### config.mk
export PLATFORM = sky130hd
export DESIGN_NAME = fetch_addr_seq
export DESIGN_NICKNAME = d
export VERILOG_FILES = /design/src/rtl/fetch_addr_seq.sv
export SDC_FILE = /design/constraint.sdc
export NUM_CORES = 1
export LEC_CHECK = 0
export ABC_AREA = 0
export CAP_MARGIN = 40
export CORE_UTILIZATION = 25
export CTS_CLUSTER_SIZE = 30
export DETAILED_ROUTE_END_ITERATION = 8
export RECOVER_POWER = 50
export SLEW_MARGIN = 20
export SYNTH_ARGS = -nofsm -noshare
export SYNTH_HDL_FRONTEND = slang
export SYNTH_SLANG_ARGS = --single-unit
### constraint.sdc
create_clock -name clk -period 2.2 [get_ports clk]
set_input_delay 0.44 -clock clk [delete_from_list [all_inputs] [get_ports clk]]
set_output_delay 0.44 -clock clk [all_outputs]
set_load 0.01 [all_outputs]
### src/rtl/fetch_addr_seq.sv
// rtl/fetch_addr_seq.sv - instruction-fetch PC sequencer with imem req/ack and jump redirect
// Optional misaligned register-jump trap: define FETCH_MISALIGN_TRAP_EN.
module fetch_addr_seq #(
    parameter int              PC_W     = 32,
    parameter logic [PC_W-1:0] RESET_PC = '0
) (
    input  logic            clk,
    input  logic            rst,
    input  logic            stall,
    input  logic            jmp_valid,
    input  logic [25:0]     jmp_idx,
    input  logic            jr_valid,
    input  logic [PC_W-1:0] jr_addr,
    output logic            imem_req,
    output logic [PC_W-3:0] imem_waddr,
    input  logic            imem_ack,
    input  logic [31:0]     imem_rdata,
    output logic            instr_valid,
    output logic [31:0]     instr,
    output logic [PC_W-1:0] instr_pc,
    output logic [PC_W-1:0] pc,
    output logic            misalign_err
);

    typedef enum logic [1:0] {IDLE, REQ, HOLD, ERR} state_t;

    state_t          state;
    logic [PC_W-1:0] jmp_target;
    logic [PC_W-1:0] jr_target;
    logic            redirect;
    logic            jr_bad;

    // Jump region bits come from the current PC, not from the target.
    always_comb begin
        jmp_target        = pc;
        jmp_target[27:0]  = {jmp_idx, 2'b00};
        jr_target         = jr_addr;
        jr_target[1:0]    = 2'b00;
    end

    assign redirect   = (state != ERR) && (jr_valid || jmp_valid);
    assign imem_waddr = pc[PC_W-1:2];

`ifdef FETCH_MISALIGN_TRAP_EN
    assign jr_bad       = jr_valid && (jr_addr[1:0] != 2'b00);
    assign misalign_err = (state == ERR);
`else
    assign jr_bad       = 1'b0;
    assign misalign_err = 1'b0;
`endif

    always_ff @(posedge clk or negedge rst) begin
        if (!rst) begin
            state       <= IDLE;
            pc          <= RESET_PC;
            imem_req    <= 1'b0;
            instr_valid <= 1'b0;
            instr       <= '0;
            instr_pc    <= '0;
        end else if (redirect) begin
            // Any outstanding request or held instruction is abandoned.
            imem_req    <= 1'b0;
            instr_valid <= 1'b0;
            if (jr_bad) begin
                pc    <= jr_addr;
                state <= ERR;
            end else begin
                pc    <= jr_valid ? jr_target : jmp_target;
                state <= IDLE;
            end
        end else begin
            case (state)
                IDLE: begin
                    state       <= REQ;
                    imem_req    <= 1'b1;
                    instr_valid <= 1'b0;
                end
                REQ: begin
                    if (imem_ack) begin
                        instr       <= imem_rdata;
                        instr_pc    <= pc;
                        instr_valid <= 1'b1;
                        pc          <= pc + PC_W'(4);
                        if (stall) begin
                            state    <= HOLD;
                            imem_req <= 1'b0;
                        end
                    end else begin
                        instr_valid <= 1'b0;
                    end
                end
                HOLD: begin
                    if (!stall) begin
                        state       <= REQ;
                        imem_req    <= 1'b1;
                        instr_valid <= 1'b0;
                    end
                end
                default: begin
                    imem_req    <= 1'b0;
                    instr_valid <= 1'b0;
                end
            endcase
        end
    end

endmodule
==> results.ini <==
[clocking]
clk_path_buf_depth=2
clk_pin_slew_ns=0.07
cts-root-buf=clkbuf_16
h-tree-depth=3
insertion_delay_ns=0.35
post_cts_buffers=0
postCtsHoldBufs=0
numCtsBuffers=9
cts_tree=done
cts_resized=0
clock-sinks=96

[placement]
post_dp_cell_area_mm2=0.00756
routabilityCongestion=0.848
dp_cells=1054
place_ws_ns=0.00650
io_buffers=217
dp_hpwl_um=12800

[setup_path]
r2r_slack_ns=0.22
cp_cell_sequence=ha_1 > nand3_2 > nor3_1 > nand3_1 > or2_0 > o211ai_1
rr_endpoint=pc[28]
worstSetupPathType=flip-flop to flip-flop
critPathTopFamily=simple AND/OR/NAND/NOR gates
reg2reg_depth=6
cp.required_ns=2.47
r2r_start=pc[2]
slowest_stage=nor3_1
crit_fanout=6
path_buf_inv=0
cp_data_arrival_time_ns=2.24
cpPeakStageDelay_ns=0.48
end_kind=flip-flop
startpoint_type=flip-flop

[sta]
finClkSkew_ns=0.00945
drv_slew=30
tightestPinTransition_ns=1.92
tns_ns=0
whs_ns=0.467
finalCriticalPeriod_ns=1.98
finalWorstSetupSlack_ns=0.222
fin_crit_sh_pct=89.9
setup_viol_count_final=0
fmax_mhz=506
rsz0062_at_grt=false
hold_viol=0
slew_headroom_pct=-28.2

[synth]
ys_async_sr_fraction_pct=100
syn_area_mm2=0.00503
synth_top_area_cell=dfrtp_1
synth_seq_area_share_pct=47.8
synth-seq-cells=96
synth_ff_type=dfrtp_1
yosysMostFrequentCell=nand2_1
yosys-top-cells-area=dfrtp_1 48%, nand2_1 16%, buf_4 5.5%
synth_top_area_share_pct=47.8
syn_inst=589
avgSynthCellArea_um2=8.54
yosys-top-cells-count=211 x nand2_1, 96 x dfrtp_1, 37 x buf_4
yosysUniqueCellTypes=57
ys_warn_count=0
synth-edff-count=0

[die]
pin_count=225
die_h_um=144
fp-row-count=51
initial_utilization_pct=25.7
die_area_mm2=0.0207
fp.dieW_um=144
core_area_mm2=0.0196

[route]
wl_um=17000
ant_nets=0
wire_per_inst_um=15.9
dr.pass1.iters=4
dr_total_vias=4832
via_per_inst=4.52
drc=0
drt_iter0_drc=250

[flow_run]
max_cap_violations=1

[worst_hold_path]
holdCritStartpoint=instr[28]
hold_depth=2
hold_path_class=flip-flop to flip-flop
holdPathEnd=instr[28]

[cells_and_area]
area.sequential_mm2=0.00240
final_cells=1069
antennaDiodeCount=0
drive_gt1_share_pct=9.70
nNetsFinal=897
fin_util_pct=40.1
fillers=2012
multiInputGateArea_mm2=0.00220
syn_to_final_growth_pct=56.0
final_cell_area_mm2=0.00785

[outcome]
outcome=finished with violations
violations=max-capacitance violations, max-slew violations

[global_route]
grt_usage_pct=16.9
grt_pass1_wl_um=26100
gr-total-overflow=0
grt_max_degree=39
grt_pass1_vias=4586
grt_antenna_before_repair=0

[power_and_ir_drop]
power_mw=5.16
irDropWorstVdd_v=0.000353
power.density_mw_per_mm2=657
p_leak_nw=3.63

worst reg2reg max path: cells and delay by family, from the launching register on:
kind,cells,cell delay (ns)
adders and majority gates,1,0.24
DFF,1,0.44
AOI/OAI and AO/OA,1,0.17
and+or+nand+nor,4,1.04
cell type report:
| cell class | count | share of cell area [%] |
|---|---|---|
| repair buffers | 267 | 33.1 |
| clock buffers | 12 | 3.01 |
| well taps | 265 | 4.23 |
| multi-input cells | 423 | 28.1 |
| flip-flops and latches | 96 | 30.6 |
| clock inverters | 3 | 0.861 |
| inverters | 3 | 0.143 |
layer usage:
layer | vias to the layer above | GRT usage, % | wire length [um]
li1 | 2382 | - | -
met1 | 2252 | 22.2 | 7630
met2 | 190 | 27.2 | 7850
met3 | 8 | 5.30 | 1440
met4 | 0 | 3.14 | 117
met5 | - | 0 | 0
flip-flops by register name, summed over array words and instances (netlist names):
name,flops
instr_valid,1
pc,30
imem_req,1
state,2
instr,32
instr_pc,30
worst max path at each step:
stage,start,to,slack (ns),cells after the start
final,pc[2],pc[28],0.22,6
after global placement,jmp_valid,pc[16],0.04,6
after global routing,rst,instr_pc[13],0.07,2
after detailed placement,jmp_valid,pc[4],0.006,6
after CTS,pc[24],imem_waddr[22],0.20,1
after floorplan,pc[2],pc[26],0.38,6
kinds of logic (layout without fill, tap and decap cells):
group	count (synthesis)	count (layout)	synth area share (%)
multiplexers	23	23	4.73
adder cells (fa/ha/maj)	1	1	0.249
AO/OA/AOI/OAI	91	91	12.1
buffers and inverters	74	285	8.96
AND/OR/NAND/NOR	303	303	26.2
other	1	5	0.0746
flip-flops	96	96	47.8
where the power goes:
part	internal, mW	switching [mW]
Clock	0.992	0.678
Sequential	1.93	0.149
Combinational	0.769	0.640
Total	3.69	1.47
cell usage in the layout (no fill, tap or decap), drive strengths merged, types with 5 or more instances in the layout:
cell type,n
buf,49
nor2,23
conb,5
o21ai,20
nand3,21
o311ai,7
dfrtp,96
mux2i,17
clkbuf,15
nor2b,5
dlygate4sd3,52
nor3,9
a21oi,22
nand4,11
mux2,6
clkdlybuf4s50,163
a31oi,5
nand2,212
No activity file was read; power rests on OpenSTA's default activity.
